**src/rtl/adc_capture_if.sv**
```systemverilog
// FIFO write-side bundle: adc_capture drives it as master, the measurement FIFO is the slave.
interface adc_capture_if #(
  parameter int DATA_W = 24
);
  logic              wr_en;
  logic [DATA_W-1:0] wr_data;
  logic              fifo_full;

  modport master (output wr_en, output wr_data, input fifo_full);
  modport slave  (input wr_en, input wr_data, output fifo_full);
endinterface

```
**src/rtl/adc_capture.sv**
```systemverilog
// ADC acquisition front end: discards pipeline-latency samples, block-averages
// channels A and B and pushes each averaged {A,B} pair into the measurement FIFO.
module adc_capture #(
  parameter int ADC_WIDTH      = 12,
  parameter int MEAS_POINTS    = 4096,
  parameter int SETTLE_SAMPLES = 8,
  parameter int MAX_AVG_LOG2   = 4
) (
  input  logic                 clk,
  input  logic                 rst_n,
  input  logic                 start,
  input  logic                 abort,
  input  logic [2:0]           avg_log2,
  input  logic                 sample_en,
  input  logic [ADC_WIDTH-1:0] adc_a,
  input  logic [ADC_WIDTH-1:0] adc_b,
  adc_capture_if.master        fifo,
  output logic                 busy,
  output logic                 done,
  output logic                 overrun,
  output logic [12:0]          word_cnt
);
  localparam int         ACC_W   = ADC_WIDTH + MAX_AVG_LOG2;
  localparam int         BLK_W   = (MAX_AVG_LOG2 > 0) ? MAX_AVG_LOG2 : 1;
  localparam int         SET_W   = (SETTLE_SAMPLES > 1) ? $clog2(SETTLE_SAMPLES) : 1;
  localparam logic [2:0] AVG_MAX = 3'(MAX_AVG_LOG2);

  typedef enum logic [1:0] {S_IDLE, S_SETTLE, S_ACQ, S_DONE} state_e;

  state_e                 state_q, state_d;
  logic [2:0]             avg_q, avg_d;
  logic [SET_W-1:0]       settle_q, settle_d;
  logic [BLK_W-1:0]       blk_q, blk_d;
  logic [ACC_W-1:0]       acc_a_q, acc_a_d, acc_b_q, acc_b_d;
  logic                   samp_vld_q, samp_vld_d;
  logic [ADC_WIDTH-1:0]   samp_a_q, samp_a_d, samp_b_q, samp_b_d;
  logic                   wr_pend_q, wr_pend_d;
  logic [2*ADC_WIDTH-1:0] wr_data_q, wr_data_d;
  logic                   overrun_q, overrun_d;
  logic [12:0]            word_cnt_q, word_cnt_d;

  logic [ACC_W-1:0] sum_a, sum_b;
  logic [BLK_W-1:0] blk_mask;
  logic             blk_last, wr_fire, wr_drop, settle_last;

  always_comb begin
    sum_a       = acc_a_q + ACC_W'(samp_a_q);
    sum_b       = acc_b_q + ACC_W'(samp_b_q);
    blk_mask    = BLK_W'((32'd1 << avg_q) - 32'd1);
    blk_last    = samp_vld_q && (blk_q == blk_mask);
    // A pending word leaves only if the FIFO has room and the run is not being cancelled.
    wr_fire     = wr_pend_q && !fifo.fifo_full && !abort;
    wr_drop     = wr_pend_q &&  fifo.fifo_full && !abort;
    settle_last = (32'(settle_q) == SETTLE_SAMPLES - 1);

    // NOTE: every _d gets a default first so no branch can leave it unassigned and infer a latch.
    state_d    = state_q;
    avg_d      = avg_q;
    settle_d   = settle_q;
    blk_d      = blk_q;
    acc_a_d    = acc_a_q;
    acc_b_d    = acc_b_q;
    samp_vld_d = 1'b0;
    samp_a_d   = samp_a_q;
    samp_b_d   = samp_b_q;
    wr_pend_d  = 1'b0;
    wr_data_d  = wr_data_q;
    overrun_d  = overrun_q;
    word_cnt_d = word_cnt_q;

    unique case (state_q)
      S_IDLE: begin
        if (start && !abort) begin
          avg_d      = (avg_log2 > AVG_MAX) ? AVG_MAX : avg_log2;
          settle_d   = '0;
          blk_d      = '0;
          acc_a_d    = '0;
          acc_b_d    = '0;
          word_cnt_d = '0;
          overrun_d  = 1'b0;
          state_d    = (SETTLE_SAMPLES == 0) ? S_ACQ : S_SETTLE;
        end
      end
      S_SETTLE: begin
        if (abort) begin
          state_d = S_IDLE;
        end else if (sample_en) begin
          settle_d = settle_q + SET_W'(1);
          if (settle_last) state_d = S_ACQ;
        end
      end
      S_ACQ: begin
        samp_vld_d = sample_en;
        if (sample_en) begin
          samp_a_d = adc_a;
          samp_b_d = adc_b;
        end
        // The closing sample restarts the block from zero, so a strobe landing now is kept.
        if (blk_last) begin
          blk_d     = '0;
          acc_a_d   = '0;
          acc_b_d   = '0;
          wr_pend_d = 1'b1;
          wr_data_d = {ADC_WIDTH'(sum_a >> avg_q), ADC_WIDTH'(sum_b >> avg_q)};
        end else if (samp_vld_q) begin
          blk_d   = blk_q + BLK_W'(1);
          acc_a_d = sum_a;
          acc_b_d = sum_b;
        end
        if (wr_fire) word_cnt_d = word_cnt_q + 13'd1;
        if (abort) begin
          state_d = S_IDLE;
        end else if (wr_drop) begin
          overrun_d = 1'b1;
          state_d   = S_DONE;
        end else if (wr_fire && word_cnt_d == 13'(MEAS_POINTS)) begin
          state_d = S_DONE;
        end
        if (state_d != S_ACQ) begin
          wr_pend_d  = 1'b0;
          samp_vld_d = 1'b0;
        end
      end
      S_DONE:  state_d = S_IDLE;
      default: state_d = S_IDLE;
    endcase
  end

  // NOTE: sequential state uses non-blocking assignment only; blocking belongs in always_comb.
  always_ff @(posedge clk or negedge rst_n) begin
    if (!rst_n) begin
      state_q    <= S_IDLE;
      avg_q      <= '0;
      settle_q   <= '0;
      blk_q      <= '0;
      acc_a_q    <= '0;
      acc_b_q    <= '0;
      samp_vld_q <= 1'b0;
      samp_a_q   <= '0;
      samp_b_q   <= '0;
      wr_pend_q  <= 1'b0;
      wr_data_q  <= '0;
      overrun_q  <= 1'b0;
      word_cnt_q <= '0;
    end else begin
      state_q    <= state_d;
      avg_q      <= avg_d;
      settle_q   <= settle_d;
      blk_q      <= blk_d;
      acc_a_q    <= acc_a_d;
      acc_b_q    <= acc_b_d;
      samp_vld_q <= samp_vld_d;
      samp_a_q   <= samp_a_d;
      samp_b_q   <= samp_b_d;
      wr_pend_q  <= wr_pend_d;
      wr_data_q  <= wr_data_d;
      overrun_q  <= overrun_d;
      word_cnt_q <= word_cnt_d;
    end
  end

  assign fifo.wr_en   = wr_fire;
  assign fifo.wr_data = wr_data_q;
  assign busy         = (state_q == S_SETTLE) || (state_q == S_ACQ);
  assign done         = (state_q == S_DONE);
  assign overrun      = overrun_q;
  assign word_cnt     = word_cnt_q;
endmodule

```
**src/flat_wrapper.sv**
```systemverilog
// flat-port wrapper written by rule: the top's interface ports become plain ports
module adc_capture_flat 
#(
  parameter int ADC_WIDTH      = 12,
  parameter int MEAS_POINTS    = 4096,
  parameter int SETTLE_SAMPLES = 8,
  parameter int MAX_AVG_LOG2   = 4
)
  (clk, rst_n, start, abort, avg_log2, sample_en, adc_a, adc_b, busy, done, overrun, word_cnt, fifo_wr_en, fifo_wr_data, fifo_fifo_full);
  adc_capture_if #(.DATA_W(2*(12))) fifo_i ();
  input  logic clk;
  input  logic rst_n;
  input  logic start;
  input  logic abort;
  input  logic [2:0] avg_log2;
  input  logic sample_en;
  input  logic [ADC_WIDTH-1:0] adc_a;
  input  logic [ADC_WIDTH-1:0] adc_b;
  output logic busy;
  output logic done;
  output logic overrun;
  output logic [12:0] word_cnt;
  output wire logic [$bits(fifo_i.wr_en)-1:0] fifo_wr_en;
  output wire logic [$bits(fifo_i.wr_data)-1:0] fifo_wr_data;
  input wire logic [$bits(fifo_i.fifo_full)-1:0] fifo_fifo_full;
  assign fifo_wr_en = fifo_i.wr_en;
  assign fifo_wr_data = fifo_i.wr_data;
  assign fifo_i.fifo_full = fifo_fifo_full;
  adc_capture #(.ADC_WIDTH(ADC_WIDTH), .MEAS_POINTS(MEAS_POINTS), .SETTLE_SAMPLES(SETTLE_SAMPLES), .MAX_AVG_LOG2(MAX_AVG_LOG2)) u_core (.clk(clk), .rst_n(rst_n), .start(start), .abort(abort), .avg_log2(avg_log2), .sample_en(sample_en), .adc_a(adc_a), .adc_b(adc_b), .fifo(fifo_i), .busy(busy), .done(done), .overrun(overrun), .word_cnt(word_cnt));
endmodule
```
**config.mk**
```make
export PLATFORM = sky130hd
export DESIGN_NAME = adc_capture_flat
export DESIGN_NICKNAME = d
export VERILOG_FILES = /design/src/rtl/adc_capture_if.sv /design/src/rtl/adc_capture.sv /design/src/flat_wrapper.sv
export SDC_FILE = /design/constraint.sdc
export NUM_CORES = 1
export LEC_CHECK = 0
export BUFFER_PORTS_ARGS = -buffer_cell sky130_fd_sc_hd__buf_2
export CAP_MARGIN = 20
export CORE_UTILIZATION = 50
export DETAILED_ROUTE_END_ITERATION = 8
export PLACE_DENSITY = 0.67
export SKIP_CTS_REPAIR_TIMING = 1
export SYNTH_ARGS = -nofsm -noshare
export SYNTH_HDL_FRONTEND = slang
export SYNTH_SLANG_ARGS = --single-unit
```
**constraint.sdc**
```tcl
create_clock -name clk -period 3.9 [get_ports clk]
set_input_delay 0.195 -clock clk [delete_from_list [all_inputs] [get_ports clk]]
set_output_delay 0.195 -clock clk [all_outputs]
set_load 0.1 [all_outputs]
```
# == After elaboration in Yosys (flattened, before gate mapping) ==
# Cells that the tools add are included.
# word_totals
inputBits,33
elab_cells,97
regBits,108
# classes
reduce_logical,21
mux,38
addsub,6
eq_ne,15
n_shift,3
n_lt_le_gt_ge,1
# op_table
operator,count
2-to-1 mux 16 bit,5
case mux 16 bit (2 select lines),2
2-to-1 mux 13 bit,3
adder 16 x 12 -> 16 bit,2
>> shifter 16 x 3 -> 12 bit,2
case mux 13 bit (2 select lines),1
2-to-1 mux 2 bit,8
adder 13 x 1 -> 13 bit (second input constant),1
equality test 13 bit (second input constant),1
2-to-1 mux 3 bit,4
2-to-1 mux 4 bit,3
2-to-1 mux 1 bit,8
inequality test 2 bit (second input constant),4
case mux 2 bit (4 select lines),1
case mux 4 bit (2 select lines),1
AND reduction 2 bit,4
AND reduction 4 bit,2
logical AND 1 bit,7
case mux 3 bit (2 select lines),1
AND reduction 3 bit,2
adder 4 x 1 -> 4 bit (second input constant),1
equality test 2 bit (second input constant),2
equality test 4 bit,1
inequality test 2 x 1 -> 1 bit (second input constant),2
14 further kinds,16

# == Logic depth before layout (Yosys ltp) ==
# Gate-level depths: netlist of the first run.
# logic_depth
ltp_word,14
mapped_depth,15
ltp_nobuf,12

# == Least setup slack after synthesis of the first run ==
# No wires, ideal clock.
# synth_path
path_type,reg-to-reg
start,register u_core.wr_pend_q
end,register u_core.samp_vld_q
path_buffers,1
setup_slack_ns,0.423
stages_incl_launch_ff,10
setup_ns,0.138
synth_period_minus_slack_ns,3.477
t_arrival_ns,3.339
path_cell_list,dfrtp_1 -> nor3b_2 -> nand2_2 -> nor4_4 -> and3_1 -> buf_6 -> o211ai_4 -> a2111oi_4 -> a32o_1 -> nor3_1
# synth_via
elab_chain_cells,13
elab_cells_between_ends,15
cone_classes,2 x eq/ne; 8 x mux; 5 x reduce/logical
# synth_lines
element,line_no,text
from (decl),adc_capture.sv:37,"logic wr_pend_q, wr_pend_d;"
from (signal assigned),adc_capture.sv:155,wr_pend_q <= wr_pend_d;
logical AND 1 bit (*) (2 in series),adc_capture.sv:52,wr_fire = wr_pend_q && !fifo.fifo_full && !abort;
net fifo_wr_en,flat_wrapper.sv:23,output wire logic [$bits(fifo_i.wr_en)-1:0] fifo_wr_en;
2-to-1 mux 13 bit,adc_capture.sv:110,if (wr_fire) word_cnt_d = word_cnt_q + 13'd1;
2-to-1 mux 13 bit,adc_capture.sv:71,unique case (state_q)
equality test 13 bit,adc_capture.sv:116,end else if (wr_fire && word_cnt_d == 13'(MEAS_POINTS)) begin
logical AND 1 bit (*),adc_capture.sv:116,
2-to-1 mux 2 bit (*),adc_capture.sv:116,
2-to-1 mux 2 bit (*),adc_capture.sv:113,end else if (wr_drop) begin
2-to-1 mux 2 bit (*),adc_capture.sv:111,if (abort) begin
2-to-1 mux 2 bit (*),adc_capture.sv:71,
inequality test 2 bit (*),adc_capture.sv:119,if (state_d != S_ACQ) begin
2-to-1 mux 1 bit (*),adc_capture.sv:119,
2-to-1 mux 1 bit (*),adc_capture.sv:71,
net u_core.samp_vld_d,adc_capture.sv:35,"logic samp_vld_q, samp_vld_d;"
to (signal assigned),adc_capture.sv:152,samp_vld_q <= samp_vld_d;
to (decl),adc_capture.sv:35,
# The timed path passes the listed nets; every way through them passes the cells marked *. The select of a mux whose other input is x is not followed.
# A chain may end at the register's enable or synchronous reset.

# == Worst setup path after layout of the first run ==
# layout_path
start,register u_core.avg_q[0]
end,register u_core.wr_data_q[11] (netlist: u_core.fifo.wr_data[11])
# layout_via
elab_chain_cells,5
elab_cells_between_ends,6
cone_classes,1 x add/sub; 1 x eq/ne; 2 x shift; 2 x reduce/logical
# layout_lines
element,line_no,text
from (decl),adc_capture.sv:31,"logic [2:0] avg_q, avg_d;"
from (signal assigned),adc_capture.sv:147,avg_q <= avg_d;
left shift 1 x 3 -> 4 bit,adc_capture.sv:49,blk_mask = BLK_W'((32'd1 << avg_q) - 32'd1);
subtractor 4 x 1 -> 4 bit,adc_capture.sv:49,
equality test 4 bit,adc_capture.sv:50,blk_last = samp_vld_q && (blk_q == blk_mask);
logical AND 1 bit,adc_capture.sv:50,
AND reduction 2 bit (no line),n/a,
to (signal assigned),adc_capture.sv:156,wr_data_q <= wr_data_d;
to (decl),adc_capture.sv:38,"logic [2*ADC_WIDTH-1:0] wr_data_q, wr_data_d;"
# Several ways; a longest one is shown, not always the timed one.

==> results of run 1 <==
[cell families after synthesis]
group / share of synthesized area
and+or+nand+nor: 0.172
AOI/OAI and AO/OA: 0.239
DFF: 0.363
buffers and inverters: 0.0450
muxes: 0.0960
adders and majority gates: 0.0609
xor gates and xnor gates: 0.0247
[cell type report]
class	instances	area [um^2]	share of cell area
Clock inverter	2	35.0	0.00425
Multi-Input combinational cell	621	4420	0.537
Sequential cell	108	2700	0.328
Clock buffer	13	250	0.0304
Tap cell	184	230	0.0279
Inverter	27	101	0.0123
Timing Repair Buffer	90	498	0.0604
[sequential cells by signal (all words and copies together) (netlist names)]
| signal | count |
|---|---|
| u_core.samp_b_q | 12 |
| u_core.blk_q | 4 |
| u_core.settle_q | 3 |
| u_core.wr_pend_q | 1 |
| u_core.word_cnt | 13 |
| u_core.samp_vld_q | 1 |
| u_core.acc_b_q | 16 |
| u_core.samp_a_q | 12 |
| u_core.fifo.wr_data | 24 |
| u_core.state_q | 2 |
| u_core.avg_q | 3 |
| u_core.acc_a_q | 16 |
| u_core.overrun | 1 |
[metrics by stage]
step	setup WS [ns]	instances	cell area [um^2]	utilization	total power [mW]
after floorplan	0.423	804	7440	-	3.17
after global placement	0.759	1029	7940	0.547	3.68
after detailed placement	0.582	1029	7940	0.547	3.75
after CTS	0.561	1044	8230	0.566	4.68
after global routing	0.251	1045	8240	0.567	4.99
final	0.506	1045	8240	0.567	4.68
[worst max-delay path, stage by stage (launching register included)]
cell      delay (ns)
dfrtp_1         0.63
inv_1           0.12
nor2_1          0.14
nand2_1         0.07
ha_1            0.19
xnor2_1         0.24
mux2i_1         0.12
mux2i_1         0.20
nand2b_1        0.13
or2_2           0.53
nor2_1          0.58
o21ai_0         0.24
nand3_1         0.14
[worst max path at each step]
stage                     slack, ns                       to             start
after global routing           0.25  u_core.fifo.wr_data[11]   u_core.avg_q[0]
after global placement         0.76  u_core.fifo.wr_data[11]   u_core.avg_q[0]
after floorplan                0.42        u_core.samp_vld_q  u_core.wr_pend_q
after detailed placement       0.58  u_core.fifo.wr_data[11]   u_core.avg_q[0]
after CTS                      0.56  u_core.fifo.wr_data[11]   u_core.avg_q[0]
final                          0.51  u_core.fifo.wr_data[11]   u_core.avg_q[0]
[routing by layer]
| metal | vias to the layer above | global-route usage |
|---|---|---|
| li1 | 3115 | - |
| met1 | 3200 | 0.371 |
| met2 | 244 | 0.435 |
| met3 | 33 | 0.0330 |
| met4 | 0 | 0.104 |
| met5 | - | 0 |
[cell usage in the layout, fill, tap and decap left out, types with 4 or more instances in the layout]
cell         n
nor2_1      56
nor3_1      23
buf_2       72
clkbuf_16    9
o31ai_1      6
mux4_2       8
a2111oi_0    6
ha_1        33
nand2b_1    13
nand4_1      7
a21oi_1     42
inv_1       26
nor2b_1      4
o22ai_1      6
a22o_1      30
nor4_1       4
a22oi_1      4
xnor2_1     14
a221o_1      5
nand2_1     85
nand3_1     16
nand3b_1     4
mux2_2      27
o2111ai_1    4
a211oi_1    16
buf_4       17
and2_1       9
o21ai_0     55
a21o_1      17
or3_1        6
o21a_1       6
dfrtp_1    108
mux2i_1     23
a31oi_1      9
and3_1       8
xor2_1       7
[power by group]
part / internal [mW] / total, mW / switching, mW
Combinational: 0.922 / 2.35 / 1.43
Sequential: 1.28 / 1.42 / 0.139
Clock: 0.513 / 0.919 / 0.406
Total: 2.71 / 4.68 / 1.97
==> results.ini, run 1 <==
[drt]
routed.top_layer=met4
met3WireLength_um=1090
drc=0
first_iter_violations=425
wl_met1_um=9070
drt_pre_antenna_iters=6
wire_per_inst_um=18.9
totalWireLength_um=19800
wl_met2_um=9110
vias=6592
ant_nets=0
viasPerCell=6.31

[critical_path]
crit_type=flip-flop to flip-flop
cp.arrival_ns=3.68
rr_worst_depth=12
cp_max_fo=31
timing.rr.start=u_core.avg_q[0]
endpoint_kind=flip-flop
r2r_slack_ns=0.51
required_ns=4.19
cp-start-kind=flip-flop
r2r-end=u_core.fifo.wr_data[11]

[floorplanning]
coreArea_um2=14500
row_count=44
initial_utilization=0.512
num_io_pins=74
dieArea_um2=15400
die_x_um=124
die_h_um=124

[power]
p_per_area_nw_per_um2=569
p_leak_nw=3.85
peakVddDrop_mv=0.293

[logic_synthesis]
yosys_warnings=0
synth-seq-cells=108
yosysMostFrequentCell=dfrtp_1
synth_area_leaders=dfrtp_1, ha_1, nand2_1
synthArstFlopShare=1.00
seq_area_frac_synth=0.363
synth_top_area_frac=0.363
syn_nets=872
netlist_instances=804
synth_edf_count=0
yosys.area.top_type=dfrtp_1
synth_common_cells=dfrtp_1, nand2_1, nor2_1
yosysUniqueCellTypes=83
syn_area_per_cell_um2=9.26
syn_area_um2=7440
ys.flop_type=dfrtp_1

[place]
io_buffers=73
place_congestion=0.906
hpwlAfterDp_um=14100

[cells_and_area]
nets=925
layout-drive-gt1-share=0.179
antennaDiodeCount=0
fillers=1312
area_growth_syn_to_layout_pct=10.7

[grt]
grt_overflow=0
grt_pass1_vias=6203
grt_max_degree=47
grt_pass1_wl_um=32000
grt_usage=0.270
antenna_found_initial=0

[timing]
rsz0062_at_grt=false
slew_headroom=0.365
finalCritPeriodShare=0.870
maxSlewViolCount=0
finalHoldWorstSlack_ns=0.0661
worst_slew_pin_slew_ns=0.953
finClkSkew_ns=0.00696
fin_crit_ns=3.39
fmax_mhz=295
finalSetupTns_ns=0
finalSetupViolations=0
finalHoldViolCount=0

[clock_network]
clkTransAtPathRegs_ns=0.07
clk_latency_ns=0.36
cts.htree.levels=3
cts_tree=yes
cts_sinks=108
cts_buffers=9
root_buffer=clkbuf_16
clockBufferDepth=2

[hold_path]
hold_depth=2
hp-start=adc_a[9]
min_path_type=input port to flip-flop
holdPathEnd=u_core.samp_a_q[9]

[run_status]
status=finished clean

[job]
maxCapViolCount=0

(Power assumes the default switching activity.)
==> run 2, diff against run 1 <==
--- a/config.mk
+++ b/config.mk
@@ -7,9 +7,10 @@
 export LEC_CHECK = 0
 export BUFFER_PORTS_ARGS = -buffer_cell sky130_fd_sc_hd__buf_2
 export CAP_MARGIN = 20
+export CORE_MARGIN = 5
 export CORE_UTILIZATION = 50
 export DETAILED_ROUTE_END_ITERATION = 8
-export PLACE_DENSITY = 0.67
+export PLACE_DENSITY = 0.75
 export SKIP_CTS_REPAIR_TIMING = 1
 export SYNTH_ARGS = -nofsm -noshare
 export SYNTH_HDL_FRONTEND = slang
==> constraint.sdc (replaced) <==
create_clock -name clk -period 3.4 [get_ports clk]
set_input_delay 0.17 -clock clk [delete_from_list [all_inputs] [get_ports clk]]
set_output_delay 0.17 -clock clk [all_outputs]
set_load 0.1 [all_outputs]
==> run 2 against run 1 <==
Wire length fell by 6.1%. Register-to-register slack got worse by 0.20 ns. Design area rose by 1.4%. Combinational power grew 15%. Sequential share of layout area shrank 0.45 points. Fmax grew 9.7%. Critical path depth shrank 1. Global-route usage down 5.8 points. Clock power increased by 26%. Via count decreased by 2.0%. Critical endpoint is now u_core.fifo.wr_data[15]. Largest power group unchanged.
==> results.ini, run 2 (synthesized netlist as in run 1, its figures left out) <==
[timing]
slew_headroom=0.472
finalSetupViolations=0
maxSlewViolCount=0
finalHoldWorstSlack_ns=0.0392
fin_crit_ns=3.09
worst_slew_pin_slew_ns=0.792
finClkSkew_ns=0.0109
rsz0062_at_grt=false
finalHoldViolCount=0
finalSetupTns_ns=0
fmax_mhz=323
finalCritPeriodShare=0.910

[critical_path]
crit_family=compound AO/OA/AOI/OAI gates
cp.arrival_ns=3.38
cp-start-kind=flip-flop
max_stage_delay_ns=0.47
cp_max_fo=6
required_ns=3.68
endpoint_kind=flip-flop
crit_type=flip-flop to flip-flop
path_buf_inv=1
critPathSlowestCell=mux4_2
worstPathCellList=ha_1 > inv_1 > fa_1 > nor2b_1 > o2111ai_1 > a21oi_1 > o22ai_1 > xnor2_1 > mux2i_1 > mux4_2 > o21ai_0

[power]
p_sw_mw=2.22
swShare=0.407
intPower_mw=3.24
power.share.clock=0.212
p_per_area_nw_per_um2=654
peakVddDrop_mv=0.443
pwr-share-seq=0.293
power_frac_comb=0.496
p_leak_nw=3.92

[cells_and_area]
mostFrequentLayoutCell=dfrtp_1
mostFrequentLayoutCells=dfrtp_1, nand2_1, buf_2, nor2_1, o21ai_0
area_growth_syn_to_layout_pct=12.2
register_area_um2=2700
layout-drive-gt1-share=0.189
multi_input_area_um2=4420
nets=933
antennaDiodeCount=0
largest_reg_flops=24
fillers=1307

[drt]
first_iter_violations=467
drt_pre_antenna_iters=5
drc=0
totalWireLength_um=18600
wire_per_inst_um=17.6
vias=6463
ant_nets=0
viasPerCell=6.13

[floorplanning]
dieArea_um2=17400
row_count=44
initial_utilization=0.510
die_h_um=132
die_x_um=132
coreArea_um2=14600
num_io_pins=74

[grt]
grt_overflow=0
antenna_found_initial=0
met1_usage=0.290
grt_pass1_wl_um=31100
grt_pass1_vias=6269
grt_max_degree=63
grt_usage=0.212
grtUsageMet2=0.351
grt_busiest_layer=met2
gr-usage-met3=0.0439

[clock_network]
cts_buffers=9
root_buffer=clkbuf_16
cts_sinks=108
cts_tree=yes
clk_latency_ns=0.36
cts.htree.levels=3
clockBufferDepth=2
clkTransAtPathRegs_ns=0.07

[job]
maxCapViolCount=0

[place]
io_buffers=73
place_congestion=0.877
hpwlAfterDp_um=13300

[hold_path]
min_path_type=input port to flip-flop

[run_status]
status=finished clean

==> run 2: stage by stage <==
step	instances	util	area [um^2]	setup slack [ns]	total power, mW
after floorplan	804	-	7450	0.0559	3.64
after global placement	1037	0.549	8020	0.316	4.24
after detailed placement	1037	0.549	8020	0.286	4.29
after CTS	1053	0.572	8340	0.298	5.47
after global routing	1054	0.573	8350	0.0423	5.84
final	1054	0.573	8350	0.306	5.47
==> run 2: power by group through the flow <==
stage | clock, mW | combinational (mW) | sequential, mW
after floorplan | 0 | 2.07 | 1.57
after global routing | 1.23 | 2.99 | 1.62
after CTS | 1.18 | 2.69 | 1.60
after detailed placement | 0 | 2.67 | 1.62
final | 1.16 | 2.71 | 1.60
after global placement | 0 | 2.63 | 1.61
==> run 2: routing by layer <==
metal,share of wire,vias up
met1,0.45,3166
met2,0.49,165
met5,0,-
li1,-,3115
met4,0.0086,0
met3,0.050,17
==> run 2: path summary, 6_finish.rpt <==
| check | cells past startpoint | slack (ns) | endpoint | startpoint |
|---|---|---|---|---|
| max | 11 | 0.31 | u_core.fifo.wr_data[15] | u_core.acc_a_q[0] |
| min | 2 | 0.04 | u_core.samp_a_q[9] | adc_a[9] |
| max reg2reg | 11 | 0.31 | u_core.fifo.wr_data[15] | u_core.acc_a_q[0] |
| min reg2reg | 2 | 0.50 | u_core.fifo.wr_data[11] | u_core.fifo.wr_data[11] |
| max in group asynchronous | 3 | 2.23 | u_core.acc_a_q[15] | rst_n |
| min in group asynchronous | 2 | 0.43 | u_core.word_cnt[5] | rst_n |
==> run 2: layout make-up <==
type / count / area share
Multi-Input combinational cell: 621 / 0.529
Sequential cell: 108 / 0.323
Clock inverter: 3 / 0.00824
Inverter: 27 / 0.0121
Tap cell: 184 / 0.0276
Timing Repair Buffer: 98 / 0.0683
Clock buffer: 13 / 0.0312
